[src/rtl/peak_pkg.sv]
// Shared types and width constants for the peak_capture pulse-height stage.
package peak_pkg;

    typedef enum logic [1:0] {
        IDLE = 2'd0,
        RISE = 2'd1,
        FALL = 2'd2,
        HOLD = 2'd3
    } state_t;

    localparam int unsigned PEAK_W = 14;
    localparam int unsigned TS_W   = 32;

endpackage

[src/rtl/holdoff_timer.sv]
// Dead-time down-counter; done is a registered flag meaning "the next decrement reaches zero".
module holdoff_timer #(
    parameter int unsigned LOAD = 16
) (
    input  logic       clk,
    input  logic       rst_n,
    input  logic       load,
    input  logic       dec,
    output logic [7:0] count,
    output logic       done
);

    always_ff @(posedge clk or negedge rst_n) begin
        if (!rst_n) begin
            count <= 8'd0;
            done  <= 1'b0;
        end else if (load) begin
            count <= 8'(LOAD);
            done  <= (LOAD == 32'd1);
        end else if (dec && (count != 8'd0)) begin
            count <= count - 8'd1;
            done  <= (count == 8'd2);
        end
    end

endmodule

[src/rtl/peak_capture.sv]
// Threshold-triggered peak detector with hold-off and a valid/ready peak register.
// Optional PEAK_TIMESTAMP_EN adds a cycle counter and a TS port latched at the trigger edge.
module peak_capture
    import peak_pkg::*;
#(
    parameter int unsigned W       = PEAK_W,
    parameter int          THRESH  = 100,
    parameter int unsigned HYST    = 8,
    parameter int unsigned HOLDOFF = 16
) (
    input  logic            CLK,
    input  logic            CLRN,
    input  logic            EN,
    input  logic [W-1:0]    X,
    output logic [W-1:0]    PEAK,
    output logic            PV,
    input  logic            PR,
    output logic            BUSY,
`ifdef PEAK_TIMESTAMP_EN
    output logic [TS_W-1:0] TS,
`endif
    output logic [7:0]      DROP
);

    localparam int unsigned XW = W + 1;

    state_t            state_q, state_d;
    logic [W-1:0]      max_q, max_d, peak_q;
    logic              pv_q, pv_d, busy_q;
    logic [7:0]        drop_q;
    logic signed [W:0] x_e, max_e, thr_e, floor_e;
    logic              above_c, confirm_c, take_c, load_c, dec_c, done;
    logic [7:0]        hold_cnt;

    // Sign-extend to W+1 bits so max - HYST cannot wrap at the most negative sample
    assign x_e     = {X[W-1], X};
    assign max_e   = {max_q[W-1], max_q};
    assign thr_e   = XW'(THRESH);
    assign floor_e = max_e - XW'(HYST);
    assign above_c = (x_e > thr_e);

    always_comb begin
        state_d   = state_q;
        max_d     = max_q;
        confirm_c = 1'b0;
        case (state_q)
            IDLE: begin
                if (EN && above_c) begin
                    state_d = RISE;
                    max_d   = X;
                end
            end
            RISE: begin
                if (!EN) begin
                    state_d = IDLE;
                end else if (x_e > max_e) begin
                    max_d = X;
                end else if ((x_e < floor_e) || !above_c) begin
                    confirm_c = 1'b1;
                    state_d   = above_c ? FALL : HOLD;
                end
            end
            FALL: begin
                if (!EN) begin
                    state_d = IDLE;
                end else if (!above_c) begin
                    state_d = HOLD;
                end
            end
            HOLD: begin
                if (done) begin
                    state_d = IDLE;
                end
            end
            default: state_d = IDLE;
        endcase
    end

    assign load_c = (state_d == HOLD) && (state_q != HOLD);
    assign dec_c  = (state_q == HOLD) && (hold_cnt != 8'd0);
    assign take_c = confirm_c && (!pv_q || PR);

    // A new emit wins over the handshake clearing PV
    always_comb begin
        pv_d = pv_q;
        if (take_c) begin
            pv_d = 1'b1;
        end else if (pv_q && PR) begin
            pv_d = 1'b0;
        end
    end

    holdoff_timer #(
        .LOAD (HOLDOFF)
    ) u_holdoff (
        .clk   (CLK),
        .rst_n (CLRN),
        .load  (load_c),
        .dec   (dec_c),
        .count (hold_cnt),
        .done  (done)
    );

    always_ff @(posedge CLK or negedge CLRN) begin
        if (!CLRN) begin
            state_q <= IDLE;
            max_q   <= '0;
            peak_q  <= '0;
            pv_q    <= 1'b0;
            busy_q  <= 1'b0;
            drop_q  <= 8'd0;
        end else begin
            state_q <= state_d;
            max_q   <= max_d;
            pv_q    <= pv_d;
            busy_q  <= (state_d != IDLE);
            if (take_c) begin
                peak_q <= max_q;
            end
            if (confirm_c && !take_c && (drop_q != 8'hFF)) begin
                drop_q <= drop_q + 8'd1;
            end
        end
    end

    assign PEAK = peak_q;
    assign PV   = pv_q;
    assign BUSY = busy_q;
    assign DROP = drop_q;

`ifdef PEAK_TIMESTAMP_EN
    logic [TS_W-1:0] cyc_q, trig_q, ts_q;
    logic            trig_c;

    assign trig_c = (state_q == IDLE) && (state_d == RISE);

    always_ff @(posedge CLK or negedge CLRN) begin
        if (!CLRN) begin
            cyc_q  <= '0;
            trig_q <= '0;
            ts_q   <= '0;
        end else begin
            cyc_q <= cyc_q + TS_W'(1);
            if (trig_c) begin
                trig_q <= cyc_q;
            end
            if (take_c) begin
                ts_q <= trig_q;
            end
        end
    end

    assign TS = ts_q;
`endif

endmodule

[config.mk]
export PLATFORM = sky130hd
export DESIGN_NAME = peak_capture
export DESIGN_NICKNAME = d
export VERILOG_FILES = /design/src/rtl/peak_pkg.sv /design/src/rtl/holdoff_timer.sv /design/src/rtl/peak_capture.sv
export SDC_FILE = /design/constraint.sdc
export NUM_CORES = 1
export LEC_CHECK = 0
export ABC_AREA = 1
export BUFFER_PORTS_ARGS = -buffer_cell sky130_fd_sc_hd__buf_2
export CAP_MARGIN = 20
export CORE_ASPECT_RATIO = 0.9
export CORE_MARGIN = 2
export CORE_UTILIZATION = 55
export CTS_CLUSTER_SIZE = 30
export DETAILED_ROUTE_END_ITERATION = 8
export GPL_TIMING_DRIVEN = 0
export PLACE_DENSITY_LB_ADDON = 0.3
export SLEW_MARGIN = 20
export SYNTH_ARGS = -nofsm -noshare
export SYNTH_HDL_FRONTEND = slang
export SYNTH_SLANG_ARGS = --single-unit
[constraint.sdc]
create_clock -name CLK -period 3.3 [get_ports CLK]
set_input_delay 0.66 -clock CLK [delete_from_list [all_inputs] [get_ports CLK]]
set_output_delay 0.66 -clock CLK [all_outputs]
set_load 0.05 [all_outputs]
---- After elaboration in Yosys (flattened, before gate mapping) ----
Cells that the tools add are included.
storage, ports and cells
  flip-flop bits (word level) ............. 49
  input bits .............................. 18
  output and inout port bits .............. 24
  word-level logic and storage cells ...... 67
cells by class
  $lt $le $gt $ge ......................... 3
  mux-type cells .......................... 23
  reductions and logical operators ........ 20
  add/sub/neg operators ................... 3
  equality and inequality tests ........... 10
operators with widths
  kind                   number
  $mux 14                3
  $pmux 14 s2            1
  $mux 8                 2
  $lt 14x15->1           1
  $sub 14x5->15 const B  1
  $gt 14x14->1           1
  $gt 14x8->1 const B    1
  $mux 2                 7
  $mux 1                 9
  $add 8x1->8 const B    1
  $eq 8x2->1 const B     1
  $logic_and 1x1->1      8
  $ne 2x2->1 const B     4
  $ne 8x8->1 const B     1
  $pmux 2 s4             1
  $reduce_bool 2->1      4
  $reduce_bool 8->1      1
  $sub 8x1->8 const B    1
  $eq 2x2->1 const B     3
  $reduce_and 4->1       1
  $logic_not 1->1        3
  $eq 2x1->1 const B     1
  $logic_not 2->1        1
  $logic_or 1x1->1       2

---- Depth between registers and ports, before layout ----
  depth after elaboration ................. 11
  depth in mapped cells ................... 21
  depth with buffers taken out ............ 21

---- By module ----
A second synthesis with hierarchy kept.
unflattened totals
  cell total of the unflattened synthesis .. 442
  area, all modules ....................... 3,344.5 um^2
modules (own cells, without submodules)
  module         times used  area each (um^2)  cells each
  peak_capture   1           2,785.2           365
  holdoff_timer  1           559.3             77

---- Least setup slack after synthesis ----
Ideal clock, no wire load.
  path kind ............................... register -> register
  start point ............................. register max_q[3]
  end point ............................... register peak_q[10] (netlist: PEAK[10])
  period minus slack after synthesis ...... 2.785 ns
  stages on the path, launching flop included .. 20
  buffers on the path ..................... 1
  setup slack ............................. 0.515 ns
  data arrival time ....................... 2.664 ns
  path through ............................ dfrtp_1 -> nor3_1 -> nand3_1 -> nor3_1 -> nand2_1 -> xor2_1 -> ha_1 -> nand2_1 -> nand2_1 -> nand2_1 -> nand2_1 -> a21oi_1 -> nand3_1 -> nand3_4 -> nand3_4 -> inv_6 -> nand2_8 -> buf_12 -> nand2_2 -> o21ai_2
between the ends
  cells in the longest elaborated chain, start to end .. 8
  elaborated cells on any way between the ends .. 9
ends and longest elaborated chain
  what                    RTL line             text
  from (decl)             peak_capture.sv:28   logic [W-1:0] max_q, max_d, peak_q;
  from (signal assigned)  peak_capture.sv:114  max_q <= max_d;
  $sub 14x5->15           peak_capture.sv:39   assign floor_e = max_e - XW'(HYST);
  $lt 14x15->1            peak_capture.sv:58   end else if ((x_e < floor_e) || !above_c) begin
  $logic_or 1x1->1        peak_capture.sv:58
  $mux 1                  peak_capture.sv:58
  $mux 1 (*)              peak_capture.sv:56   end else if (x_e > max_e) begin
  $mux 1 (*)              peak_capture.sv:54   if (!EN) begin
  $mux 1 (*)              peak_capture.sv:46   case (state_q)
  $logic_and 1x1->1 (*)   peak_capture.sv:81   assign take_c = confirm_c && (!pv_q || PR);
  to (signal assigned)    peak_capture.sv:118  peak_q <= max_q;
  to (decl)               peak_capture.sv:28
Every way passes the cells marked *; elsewhere a longest branch is shown, timed or not.
A chain may end at the register's enable or synchronous reset.

---- Worst setup path after layout ----
Ends and elaborated chain as after synthesis.

==> reports/qor.txt <==
Status -> complete, no violations
Final hold viol count -> 0
Top-count cell post-synth -> nand2_1
Placer Congestion -> 0.899
GRT overflow -> 0
Fraction of registers with async set/reset -> 1.00
Most frequent cells after synthesis -> nand2_1 (105), inv_1 (55), dfrtp_1 (49), nor2_1 (35), ha_1 (31)
FF+latch count, synth -> 49
Dominant synthesized flop cell -> dfrtp_1
CTS Sinks -> 49
Final Cycle Share -> 0.931
Cell Pwr Density -> 841 nW/um^2
Io pins -> 42
Die ar. -> 6540 sq um
Tightest Pin Transition -> 0.622 ns
Synth Warn # -> 0
Register area share after synthesis -> 0.377
Via density -> 5.02
Post-route DRC -> 0
Vias in the first global route -> 2573
Slowest-stage cell, CP -> dfrtp_1
Area delta synth->final -> 12.9%
Synth top area cells -> dfrtp_1 (38%), nand2_1 (12%), ha_1 (12%)
Leakage -> 2.04 nW
Max_slew headroom -> 0.586
WL per Instance -> 12.4 um
Root Driver -> clkbuf_8
Vert. Die Dim -> 76.9 um
Final Max Slew Viols -> 0
Final setup TNS -> 0 ns
Num CTS Buffers -> 5
Post-DRT Antenna Nets -> 0
Min cycle time layout -> 3.07 ns
CP Launch Type -> register
ANT cells -> 0
Largest net degree at the start of global routing -> 50
Post-synth EDFFs -> 0
Cells after Synth -> 400
# fillers -> 490
Yosys top cell area share -> 0.377
Final instance area -> 3670 sq um
Yosys top cell by area -> dfrtp_1
Place WS -> -0.0260 ns
Clock Tree Buf Depth -> 2
Clock-pin transition on the worst setup and hold timing paths -> 0.10 ns
Worst path max stage delay -> 0.44 ns
All-Layer GR Usage -> 0.214
Min-delay worst type -> in -> async
Global-route wire length before repair -> 11300 um
Peak Freq -> 325 MHz
HPWL after DPL -> 4850 um
Drt initial violations -> 76
Post-layout util -> 0.645
Row cnt -> 26
Mapped cell area -> 3250 sq um
Post-layout net count -> 498
CTS tree -> done
Drt pass-1 iters -> 4
Worst Path Buf+Inv -> 2
Core region area -> 5690 sq um
Crit path kind -> reg -> reg
Syn Area/Cell -> 8.13 sq um
Reg2Reg Depth -> 16
Routed vias -> 2609
Fin Hold WS -> 0.364 ns
Crit path cell chain -> nor3_2 > nand3_1 > nor3_4 > a31oi_1 > ha_1 > a21oi_1 > nand2_1 > a21oi_1 > nand3_1 > nand3_4 > nand3_4 > inv_6 > nand2_8 > buf_12 > nand2_2 > o21ai_2
Share of cells above drive strength 1 -> 0.216
Final Non-Filler Cells -> 520
Insertion delay to the later sink of the worst-skew pair -> 0.31 ns
Max-cap viol count -> 0
Unrepaired setup endpoints after global routing -> false
Initial Util -> 0.571
DRT Wirelength -> 6430 um
Capturing point of the worst reg2reg path -> PEAK[10]
Cts hold-fix bufs -> 0
Setup crit end kind -> register
Syn Nets -> 449
Max IR drop VDD -> 0.566 mV
CP Data Required Time -> 3.50 ns
Layout Skew -> 0.00820 ns
Die width -> 85.1 um
Placed insts -> 511
Cell Area, Placed -> 3540 sq um
Reg2Reg Setup Slack -> 0.23 ns
Distinct cells, synth -> 29
Delay-heaviest family, CP -> simple AND/OR/NAND/NOR gates
Data arrival, critical path -> 3.27 ns
Initial antenna violation count -> 0
Final worst setup slack -> 0.226 ns
Setup violations, final -> 0
RR Startpoint -> max_q[3]
Port Buf Inserts -> 41
Worst Path Max Fanout -> 10
Power Total -> 3.09 mW
H-tree Lvls -> 2
## power breakdown
part	switching (mW)	leakage (nW)	internal (mW)
logic	1.16	1.37	0.566
clock network	0.213	0.0512	0.170
registers	0.165	0.618	0.819
total	1.53	2.04	1.56
## worst register-to-register path: cells and delay by family (launching register included)
family	cells	cell delay, ns
AND/OR/NAND/NOR	9	1.34
AO/OA/AOI/OAI	4	0.54
buffers and inverters	2	0.27
adder cells (fa/ha/maj)	1	0.35
flip-flops	1	0.44
## routing by layer
layer	vias to the layer above	routed length (um)	track usage
met5	-	0	0
met2	40	2980	0.352
met1	1195	3150	0.284
li1	1366	-	-
met3	8	210	0.0495
met4	0	92	0.0524
## state kept, by name, indices dropped and copies added (netlist names)
signal and count:
u_holdoff.count 8, PV 1, u_holdoff.done 1, DROP 8, state_q 2, max_q 14, PEAK 14, BUSY 1
## worst max-delay path by stage
stage	from	end	slack (ns)	depth (start not counted)
floorplan	max_q[3]	PEAK[10]	0.52	19
global route	max_q[4]	PEAK[13]	0.02	20
global placement	max_q[3]	PEAK[10]	0.1	19
finish	max_q[3]	PEAK[10]	0.23	16
detailed placement	max_q[3]	PEAK[8]	-0.03	19
CTS	max_q[3]	PEAK[10]	0.09	19
## kinds of logic (layout without fill, tap and decap cells)
family	after synthesis	after routing	share of synthesized area
buffers and inverters	62	112	0.0877
adders and majority gates	31	31	0.119
and+or+nand+nor	191	191	0.271
AOI/OAI and AO/OA	49	49	0.0966
DFF	49	49	0.377
xor gates and xnor gates	18	18	0.0485
## layout by cell type, fill, tap and decap left out, types with 6 or more instances in the layout
cell type,Yosys,final
a21oi_1,22,22
buf_2,0,40
clkbuf_8,0,6
dfrtp_1,49,49
ha_1,31,31
inv_1,55,54
nand2_1,105,105
nand2_2,11,11
nand3_1,17,17
nor2_1,35,33
nor3_1,9,7
o21ai_2,13,13
xor2_1,14,14
## repair_timing
action,CTS,global route
buffers inserted,0,1
pin swaps,0,1
resized for setup,1,5
endpoints found under the setup margin,14,23
## layout make-up
class	instances	area [sq um]	share of cell area
multi-input combinational	289	1760	0.480
sequential	49	1230	0.334
inverter	58	223	0.0606
timing repair buffer	42	215	0.0586
tap	70	87.6	0.0239
clock buffer	6	82.6	0.0225
buffer	4	62.6	0.0170
clock inverter	2	13.8	0.00375
No activity file was read; power rests on OpenSTA's default activity.
